--- src/rtl/tcp_pkg.sv ---
// Shared definitions for the TCP segment transmit scheduler: FSM state
// encoding, TCP flag layout and the default timing limits.
package tcp_pkg;

    // Scheduler FSM states
    typedef enum logic [1:0] {
        IDLE      = 2'd0,
        LAUNCH    = 2'd1,
        WAIT_BUSY = 2'd2,
        WAIT_DONE = 2'd3
    } tcp_state_t;

    // TCP control flags as carried on req_flags_i / snd_flags_o:
    // URG is bit 5 down to FIN at bit 0
    typedef struct packed {
        logic urg;
        logic ack;
        logic psh;
        logic rst;
        logic syn;
        logic fin;
    } tcp_flags_t;

    localparam int FLAGS_W        = $bits(tcp_flags_t);
    localparam int LEN_W          = 16;
    localparam int CNT_W          = 16;
    localparam int STARVE_W       = 3;
    localparam int TIMEOUT_DEF    = 64;
    localparam int STARVE_MAX_DEF = 4;

endpackage

--- src/rtl/tcp_prio_sel.sv ---
// Combinational winner selection: lowest set request index wins, except that
// a starvation override hides index 0 whenever a lower-priority requester
// is also pending.
module tcp_prio_sel
    import tcp_pkg::*;
#(
    parameter int NREQ  = 3,
    parameter int IDX_W = (NREQ > 1) ? $clog2(NREQ) : 1
) (
    input  logic [NREQ-1:0]  req,
    input  logic             starve,
    output logic             valid,
    output logic [IDX_W-1:0] idx,
    output logic [NREQ-1:0]  onehot
);

    logic [NREQ-1:0] mask;
    logic            others;

    assign others = |(req & ~NREQ'(1));

    // Priority encode the (possibly masked) request vector, scanning from the
    // top so the lowest set index is the last one written
    always_comb begin
        mask   = req;
        if (starve && others) begin
            mask = req & ~NREQ'(1);
        end
        valid  = |mask;
        idx    = '0;
        onehot = '0;
        for (int i = NREQ - 1; i >= 0; i--) begin
            if (mask[i]) begin
                idx    = IDX_W'(i);
                onehot = NREQ'(1) << i;
            end
        end
    end

endmodule

--- src/rtl/tcp_tx_sched.sv ---
// TCP segment transmit scheduler. Arbitrates NREQ segment requesters onto a
// single frame sender, hands it the winner's flags and length, and tracks the
// sender through busy/idle to report completion or a start-up timeout.
module tcp_tx_sched
    import tcp_pkg::*;
#(
    parameter int NREQ       = 3,
    parameter int TIMEOUT    = TIMEOUT_DEF,
    parameter int STARVE_MAX = STARVE_MAX_DEF
) (
    input  logic                    CLK_50M,
    input  logic                    reset,
    input  logic [NREQ-1:0]         req_i,
    input  logic [FLAGS_W*NREQ-1:0] req_flags_i,
    input  logic [LEN_W*NREQ-1:0]   req_len_i,
    output logic [NREQ-1:0]         gnt_o,
    output logic [NREQ-1:0]         done_o,
    input  logic                    snd_idle_i,
    output logic                    snd_task_o,
    output logic [FLAGS_W-1:0]      snd_flags_o,
    output logic [LEN_W-1:0]        snd_len_o,
    output logic                    busy_o,
    output logic                    timeout_o,
    output logic [CNT_W-1:0]        frame_cnt_o
);

    localparam int IDX_W = (NREQ > 1) ? $clog2(NREQ) : 1;
    localparam int TMR_W = $clog2(TIMEOUT + 1);

    tcp_state_t          state;
    logic [TMR_W-1:0]    timer;
    logic [STARVE_W-1:0] starve_cnt;
    logic [NREQ-1:0]     win_oh;
    logic                armed;

    logic                sel_valid;
    logic [IDX_W-1:0]    sel_idx;
    logic [NREQ-1:0]     sel_oh;
    logic                starve;
    logic                others;
    tcp_flags_t          sel_flags;
    logic [LEN_W-1:0]    sel_len;

    // Any requester other than index 0 pending: drives the starvation count
    assign others = |(req_i & ~NREQ'(1));
    assign starve = (starve_cnt == STARVE_W'(STARVE_MAX));

    tcp_prio_sel #(
        .NREQ  (NREQ),
        .IDX_W (IDX_W)
    ) u_prio_sel (
        .req    (req_i),
        .starve (starve),
        .valid  (sel_valid),
        .idx    (sel_idx),
        .onehot (sel_oh)
    );

    assign sel_flags = req_flags_i[int'(sel_idx)*FLAGS_W +: FLAGS_W];
    assign sel_len   = req_len_i[int'(sel_idx)*LEN_W +: LEN_W];

    // State is registered, so busy follows it without an extra flop
    assign busy_o = (state != IDLE);

    // Scheduler FSM with registered outputs. 'armed' holds off selection for
    // the first edge after reset release so a launch never lands on it.
    always_ff @(posedge CLK_50M or posedge reset) begin
        if (reset) begin
            state       <= IDLE;
            armed       <= 1'b0;
            timer       <= '0;
            starve_cnt  <= '0;
            win_oh      <= '0;
            gnt_o       <= '0;
            done_o      <= '0;
            snd_task_o  <= 1'b0;
            snd_flags_o <= '0;
            snd_len_o   <= '0;
            timeout_o   <= 1'b0;
            frame_cnt_o <= '0;
        end else begin
            armed      <= 1'b1;
            gnt_o      <= '0;
            done_o     <= '0;
            snd_task_o <= 1'b0;
            case (state)
                IDLE: begin
                    // Grant/task are loaded here so they are high exactly
                    // during the LAUNCH cycle
                    if (armed && snd_idle_i && sel_valid) begin
                        win_oh      <= sel_oh;
                        gnt_o       <= sel_oh;
                        snd_task_o  <= 1'b1;
                        snd_flags_o <= sel_flags;
                        snd_len_o   <= sel_len;
                        timeout_o   <= 1'b0;
                        if (sel_idx != '0) begin
                            starve_cnt <= '0;
                        end else if (others) begin
                            starve_cnt <= starve_cnt + 1'b1;
                        end
                        state <= LAUNCH;
                    end
                end
                LAUNCH: begin
                    timer <= '0;
                    state <= WAIT_BUSY;
                end
                WAIT_BUSY: begin
                    // Sender must acknowledge by going busy within the window
                    if (!snd_idle_i) begin
                        state <= WAIT_DONE;
                    end else if (timer == TMR_W'(TIMEOUT - 1)) begin
                        timeout_o <= 1'b1;
                        state     <= IDLE;
                    end else begin
                        timer <= timer + 1'b1;
                    end
                end
                WAIT_DONE: begin
                    if (snd_idle_i) begin
                        done_o      <= win_oh;
                        frame_cnt_o <= frame_cnt_o + 1'b1;
                        state       <= IDLE;
                    end
                end
                default: state <= IDLE;
            endcase
        end
    end

endmodule
--- config.mk ---
export PLATFORM = sky130hd
export DESIGN_NAME = tcp_tx_sched
export DESIGN_NICKNAME = d
export VERILOG_FILES = /design/src/rtl/tcp_pkg.sv /design/src/rtl/tcp_prio_sel.sv /design/src/rtl/tcp_tx_sched.sv
export SDC_FILE = /design/constraint.sdc
export NUM_CORES = 1
export LEC_CHECK = 0
export BUFFER_PORTS_ARGS = -buffer_cell sky130_fd_sc_hd__buf_2
export CELL_PAD_IN_SITES_DETAIL_PLACEMENT = 2
export CELL_PAD_IN_SITES_GLOBAL_PLACEMENT = 2
export CORE_MARGIN = 2
export CORE_UTILIZATION = 25
export DETAILED_ROUTE_END_ITERATION = 8
export HOLD_SLACK_MARGIN = 0.08
export PLACE_DENSITY = 0.75
export SLEW_MARGIN = 20
export SYNTH_ARGS = -nofsm -noshare
export SYNTH_HDL_FRONTEND = slang
export SYNTH_SLANG_ARGS = --single-unit
--- constraint.sdc ---
create_clock -name CLK_50M -period 1.8 [get_ports CLK_50M]
set_input_delay 0.18 -clock CLK_50M [delete_from_list [all_inputs] [get_ports CLK_50M]]
set_output_delay 0.18 -clock CLK_50M [all_outputs]
set_load 0.01 [all_outputs]
==> flow_metrics.py, run 1 <==
metrics = {
    "yosys": {
        "ys_warn_count": 0,
        "synth_edf_count": 0,
        "yosysSeqAreaShare": 0.510,
        "synth_seq_cells": 62,
        "synth_cell_types": 45,
        "synthesis.nets": 390,
        "synthArstFlopShare": 1.00,
        "synth_area_mm2": 0.00304,
        "synthFlopType": "dfrtp_1",
        "avgSynthCellArea_um2": 9.69,
        "synthCells": 314,
    },
    "timing": {
        "slew_violations": 0,
        "finalHoldViolations": 0,
        "period_minus_slack_ns": 1.72,
        "setup_viol": 0,
        "slew_headroom": 0.635,
        "fin_crit_sh": 0.956,
        "skew_ns": 0.00760,
        "max_slew.worst_pin.slew_ns": 0.542,
        "fmax_mhz": 581,
    },
    "power_and_ir_drop": {
        "peakVddDrop_mv": 0.446,
        "p_leak_nw": 2.25,
        "p_per_area_mw_per_mm2": 1240,
    },
    "setup_path": {
        "critPathKind": "flop to flop",
        "crit_required_ns": 2.00,
        "crit_start": "starve_cnt[1]",
        "crit_fanout": 23,
        "r2r-start": "starve_cnt[1]",
        "reg2reg_setup_slack_ns": 0.08,
        "cp.arrival_ns": 1.92,
        "worstRegToRegCells": 8,
        "worstSetupStartpointType": "flop",
        "r2r-end": "snd_len_o[3]",
        "cp-end-kind": "flop",
    },
    "layout": {
        "num-fill-cells": 1312,
        "antenna_cells": 0,
        "synthToLayoutAreaGrowth_pct": 43.6,
        "layout.area.seq_mm2": 0.00155,
        "final_layout_size_suffix_gt1_frac": 0.387,
        "multi_input_area_mm2": 0.00143,
        "nets": 523,
        "final_area_mm2": 0.00437,
        "fin_cells": 599,
    },
    "clock_tree": {
        "cts_tree": "done",
        "cts.reportedPaths.clkPinSlew_ns": 0.05,
        "h-tree-depth": 3,
        "cts_buffer_depth": 2,
        "insertion_delay_ns": 0.33,
        "cts-root-buf": "clkbuf_16",
        "cts_buffers": 9,
        "numClockSinks": 62,
    },
    "global_route": {
        "grt_start_max_net_pins": 50,
        "track_usage": 0.157,
        "grt_pass1_wl_um": 16000,
        "grt_overflow": 0,
        "grt_pass1_vias": 3101,
        "grt_antenna_before_repair": 1,
    },
    "detailed_routing": {
        "viasPerCell": 4.85,
        "firstDrtPassIters": 4,
        "drt_wl_total_um": 10200,
        "drtIter0Drc": 112,
        "ant_nets": 0,
        "num_vias": 2906,
        "wl_per_cell_um": 17.1,
        "drc": 0,
    },
    "die": {
        "die_area_mm2": 0.0131,
        "row_count": 40,
        "ios": 119,
        "die_y_um": 114,
        "placeableCoreArea_mm2": 0.0120,
        "start_util": 0.254,
        "fp.dieW_um": 114,
    },
    "place": {
        "place_inst": 572,
        "dpl.hpwl_um": 7220,
        "place_area_mm2": 0.00390,
        "numPortBuffers": 118,
        "routabilityCongestion": 0.736,
    },
    "worst_hold_path": {
        "min-delay-start": "req_flags_i[12]",
        "holdPathStages": 3,
        "holdPathEnd": "snd_flags_o[0]",
        "hold_path.class": "primary input to flop",
    },
    "outcome": {
        "outcome": "finished, final reports clean",
    },
    "job": {
        "max_cap_viol_count": 0,
    },
}
cells in the final DEF (no fill, tap or decap), drive strengths merged, types with 2 or more instances in the layout:
cell type  netlist  layout
a211oi          22      22
a21o             3       3
a21oi            3       3
a31oi            2       2
and3            26      26
and4             2       2
buf              3     138
clkbuf          16      13
clkinv           0       4
dfrtp           62      62
ha               4       4
inv             10      10
mux2             2       2
nand2           42      42
nand3            5       5
nand3b           2       2
nand4            3       3
nor2            37      37
nor3             3       3
o21a             2       2
o21ai            6       6
o31ai           25      25
or2              2       2
or4              2       2
xnor2            9       9
xor2             6       6
layer usage:
layer,wire length [µm],track usage,part of all wire,vias to the layer above
li1,-,-,-,1379
met2,5060,0.263,0.49,70
met3,450,0.0381,0.044,10
met4,130,0.0512,0.013,2
met1,4570,0.198,0.45,1445
met5,11,0,0.0011,-
per-stage QoR:
stage | TNS [ns] | power (mW) | setup WS [ns] | utilization | hold slack (ns)
floorplan | 0 | 2.99 | 0.0786 | - | 0.276
global placement | 0 | 3.63 | 0.0688 | 0.326 | 0.233
detailed placement | -0.0801 | 3.71 | -0.0644 | 0.326 | 0.236
CTS | 0 | 5.41 | 0.00887 | 0.357 | 0.136
global route | -0.00613 | 5.82 | -0.00613 | 0.365 | 0.146
finish | 0 | 5.42 | 0.0792 | 0.365 | 0.141
registers in the layout, indices dropped and copies added (netlist names):
register,flops
armed,1
done_o,3
frame_cnt_o,16
gnt_o,3
snd_flags_o,6
snd_len_o,16
snd_task_o,1
starve_cnt,3
state,2
timeout_o,1
timer,7
win_oh,3
worst max path at each step:
stage | endpoint | slack, ns | depth (start not counted)
3_5_place_dp | snd_len_o[15] | -0.06 | 7
2_1_floorplan | armed | 0.08 | 1
4_1_cts | snd_len_o[6] | 0.009 | 9
5_1_grt | snd_len_o[13] | -0.006 | 9
6_report | snd_len_o[3] | 0.08 | 8
3_3_place_gp | snd_flags_o[5] | 0.07 | 7
synthesized netlist by cell type (2+ instances only):
library cell,count,share of area
or2_2,2,0.0041
a21o_1,3,0.0074
mux2_2,2,0.0074
o21ai_0,6,0.0099
xor2_1,6,0.017
dfrtp_1,62,0.51
o21a_1,2,0.0049
o31ai_1,24,0.059
nand3_1,5,0.0082
xnor2_1,9,0.026
nand2_1,42,0.052
a21oi_1,3,0.0049
nor2_1,37,0.046
and4_1,2,0.0058
nand4_1,2,0.0041
buf_2,2,0.0033
nor3_2,2,0.0066
ha_1,4,0.016
clkbuf_1,16,0.020
nand3b_1,2,0.0049
inv_1,10,0.012
a31oi_1,2,0.0041
and3_1,26,0.053
a211oi_1,22,0.054
power by group:
| part | switching [mW] | internal (mW) | total (mW) |
|---|---|---|---|
| clock | 0.637 | 0.968 | 1.61 |
| sequential | 0.316 | 1.81 | 2.12 |
| combinational | 0.892 | 0.804 | 1.70 |
| total | 1.85 | 3.58 | 5.42 |
timing repair:
action | in CTS | in global routing
buffers inserted | 4 | 3
pin swaps | 2 | 3
endpoints found under the setup margin | 7 | 23
endpoints found under the hold margin | 18 | 0
gates resized for setup | 4 | 8
gates cloned | 1 | 2
hold buffers | 1 | 0
worst max-delay path, stage by stage (launching register included):
cell and delay (ns):
dfrtp_1 0.38, inv_1 0.10, ha_4 0.16, a21bo_4 0.14, buf_4 0.14, nand2_1 0.09
buf_12 0.19, a211oi_1 0.28, o31ai_1 0.12
layout make-up:
type	instances	area share
clock inverters	5	0.00802
multi-input cells	223	0.326
inverters	10	0.00859
well taps	147	0.0421
repair buffers	141	0.205
clock buffers	11	0.0555
flip-flops and latches	62	0.355
cell families after synthesis:
kind of cell / synth area share
buf+inv: 0.0378
simple gates: 0.215
other cells: 0.00123
flops: 0.510
xor+xnor: 0.0432
mux: 0.0107
compound gates: 0.166
fa+ha+maj: 0.0164
(Power assumes the default switching activity.)
==> run 2: changes to the inputs <==
--- a/config.mk
+++ b/config.mk
@@ -9,10 +9,11 @@
 export CELL_PAD_IN_SITES_DETAIL_PLACEMENT = 2
 export CELL_PAD_IN_SITES_GLOBAL_PLACEMENT = 2
 export CORE_MARGIN = 2
-export CORE_UTILIZATION = 25
+export CORE_UTILIZATION = 26
+export CTS_BUF_LIST = sky130_fd_sc_hd__clkbuf_8
 export DETAILED_ROUTE_END_ITERATION = 8
 export HOLD_SLACK_MARGIN = 0.08
-export PLACE_DENSITY = 0.75
+export PLACE_DENSITY = 0.78
 export SLEW_MARGIN = 20
 export SYNTH_ARGS = -nofsm -noshare
 export SYNTH_HDL_FRONTEND = slang
==> constraint.sdc (replaced) <==
create_clock -name CLK_50M -period 1.8 [get_ports CLK_50M]
set_input_delay 0.18 -clock CLK_50M [delete_from_list [all_inputs] [get_ports CLK_50M]]
set_output_delay 0.18 -clock CLK_50M [all_outputs]
set_load 0.05 [all_outputs]
==> run 2 against run 1 <==
  * Final area fell by 0.14%
  * Critical endpoint is now snd_flags_o[0]
  * Highest routed layer is now met4
  * Worst setup slack worse by 0.040 ns
  * Hold slack worse by 0.0063 ns
  * First-iteration DRC count fell by 8.0%
  * Total power grew 16%
  * Non-clock buffer count increased by 3
  * Routed wire length is 8.3% higher
  * Via count increased by 0.93%
  * Largest power group is now combinational logic
==> flow_metrics.py, run 2 (synthesis gave the netlist of run 1 again) <==
metrics = {
    "detailed_routing": {
        "drtIter0Drc": 103,
        "viasPerCell": 4.90,
        "drt_wl_total_um": 11100,
        "wl_per_cell_um": 18.5,
        "firstDrtPassIters": 4,
        "drc": 0,
        "ant_nets": 0,
        "num_vias": 2933,
    },
    "setup_path": {
        "path_cells": "inv_1 > ha_2 > a21bo_4 > buf_6 > nand3b_1 > buf_6 > clkbuf_16 > nor2_1 > o31ai_1",
        "worstSetupStartpointType": "flop",
        "worstRegToRegCells": 9,
        "path_common_cell": "buf_6",
        "cp_num_cells": 9,
        "path_buf_inv": 4,
        "crit_fanout": 4,
        "critPathMaxStageDelay_ns": 0.37,
        "critical-path-top-delay-family": "buffers and inverters",
        "cp-end-kind": "flop",
        "cp.arrival_ns": 2.00,
        "slowest_stage": "dfrtp_1",
        "crit_required_ns": 2.04,
        "critPathKind": "flop to flop",
    },
    "layout": {
        "nets": 526,
        "antenna_cells": 0,
        "final_common_cell": "buf_2",
        "final_area_mm2": 0.00436,
        "post-route-util": 0.382,
        "final_layout_size_suffix_gt1_frac": 0.431,
        "reg_top3": "frame_cnt_o x16, snd_len_o x16, timer x7",
        "fin_cells": 598,
        "synthToLayoutAreaGrowth_pct": 43.4,
        "mostFrequentLayoutCells": "buf_2 (119), dfrtp_1 (59), nand2_1 (42)",
    },
    "place": {
        "place_inst": 569,
        "routabilityCongestion": 0.734,
        "dpl.hpwl_um": 7620,
        "place_area_mm2": 0.00390,
        "numPortBuffers": 118,
        "pre_cts_ws_ns": -0.0405,
    },
    "die": {
        "die_area_mm2": 0.0126,
        "row_count": 39,
        "fp.dieW_um": 112,
        "placeableCoreArea_mm2": 0.0114,
        "start_util": 0.267,
        "die_y_um": 112,
        "ios": 119,
    },
    "global_route": {
        "track_usage": 0.174,
        "grt_start_max_net_pins": 63,
        "grt_pass1_vias": 3232,
        "grt_pass1_wl_um": 17200,
        "grt_overflow": 0,
        "grt_antenna_before_repair": 0,
    },
    "timing": {
        "rsz0062_at_grt": "yes",
        "slew_violations": 0,
        "skew_ns": 0.00888,
        "max_slew.worst_pin.slew_ns": 0.580,
        "slew_headroom": 0.609,
        "setup_viol": 0,
        "finalHoldViolations": 0,
        "period_minus_slack_ns": 1.76,
        "setup_ws_ns": 0.0390,
        "fmax_mhz": 568,
        "fin_crit_sh": 0.978,
    },
    "job": {
        "max_cap_viol_count": 0,
    },
    "outcome": {
        "outcome": "finished, final reports clean",
    },
    "clock_tree": {
        "h-tree-depth": 3,
        "cts-root-buf": "clkbuf_8",
        "cts_buffer_depth": 2,
        "cts_tree": "done",
        "cts_buffers": 9,
        "cts.reportedPaths.clkPinSlew_ns": 0.07,
        "insertion_delay_ns": 0.35,
        "numClockSinks": 62,
    },
    "power_and_ir_drop": {
        "p_leak_nw": 2.23,
        "p_per_area_mw_per_mm2": 1450,
        "peakVddDrop_mv": 0.538,
        "p_total_mw": 6.32,
    },
    "worst_hold_path": {
        "holdPathStages": 2,
        "hold_path.class": "primary input to flop",
    },
}
[run 2: cell types whose count changed in the layout (fill, tap and decap cells not counted), sizes merged]
cell / before / now
clkinvlp: 1 / 3
buf: 138 / 142
clkbuf: 13 / 10
clkinv: 4 / 1
bufinv: 0 / 3
[run 2: what timing repair did]
item / 4_1_cts / 5_1_grt
buffers inserted: 4 / 7
cloned: 1 / 2
gates resized for setup: 7 / 21
pin swaps: 1 / 8
hold endpoints to repair: 62 / 0
endpoints found under the setup margin: 22 / 24
hold buffers: 1 / 0
[run 2: per-layer routing]
layer  vias to the layer above  share of wire  track usage
met5                         -              0            0
met2                        78           0.51        0.298
met4                         0          0.016       0.0528
met1                      1456           0.43        0.217
li1                       1385              -            -
met3                        14          0.044       0.0427
[run 2: cell type report]
class	count	area, µm²
fillers	1274	7050
clock buffers	9	124
multi-input cells	223	1480
repair buffers	144	868
clock inverters	7	114
well taps	143	179
flip-flops and latches	62	1560
inverters	10	41.3
[run 2: worst reg2reg max path, stage by stage, from the launching register on]
cell and delay [ns]:
dfrtp_1 0.37, inv_1 0.06, ha_2 0.19, a21bo_4 0.22
buf_6 0.12, nand3b_1 0.12, buf_6 0.16, clkbuf_16 0.15
nor2_1 0.04, o31ai_1 0.22
[run 2: power by group]
part           leakage, nW  total, mW  switching, mW  internal (mW)
combinational         1.33       2.68           1.85          0.830
sequential           0.786       2.13          0.323           1.81
clock                0.117       1.50          0.590          0.912
total                 2.23       6.32           2.77           3.55
[run 2: path summary, 6_finish.rpt]
path                            startpoint               to  slack (ns)
hold reg to reg            frame_cnt_o[15]  frame_cnt_o[15]        0.47
hold / removal                  snd_idle_i         state[0]        0.14
max in group asynchronous            reset   frame_cnt_o[1]        1.04
setup reg to reg             starve_cnt[1]   snd_flags_o[0]        0.04
setup / recovery             starve_cnt[1]   snd_flags_o[0]        0.04
min in group asynchronous            reset   snd_flags_o[2]        0.46
[run 2: through the flow]
stage	TNS [ns]	hold WS [ns]
finish	0	0.135
global route	-0.546	0.140
CTS	0	0.123
detailed placement	-0.189	0.304
global placement	0	0.301
floorplan	0	0.276
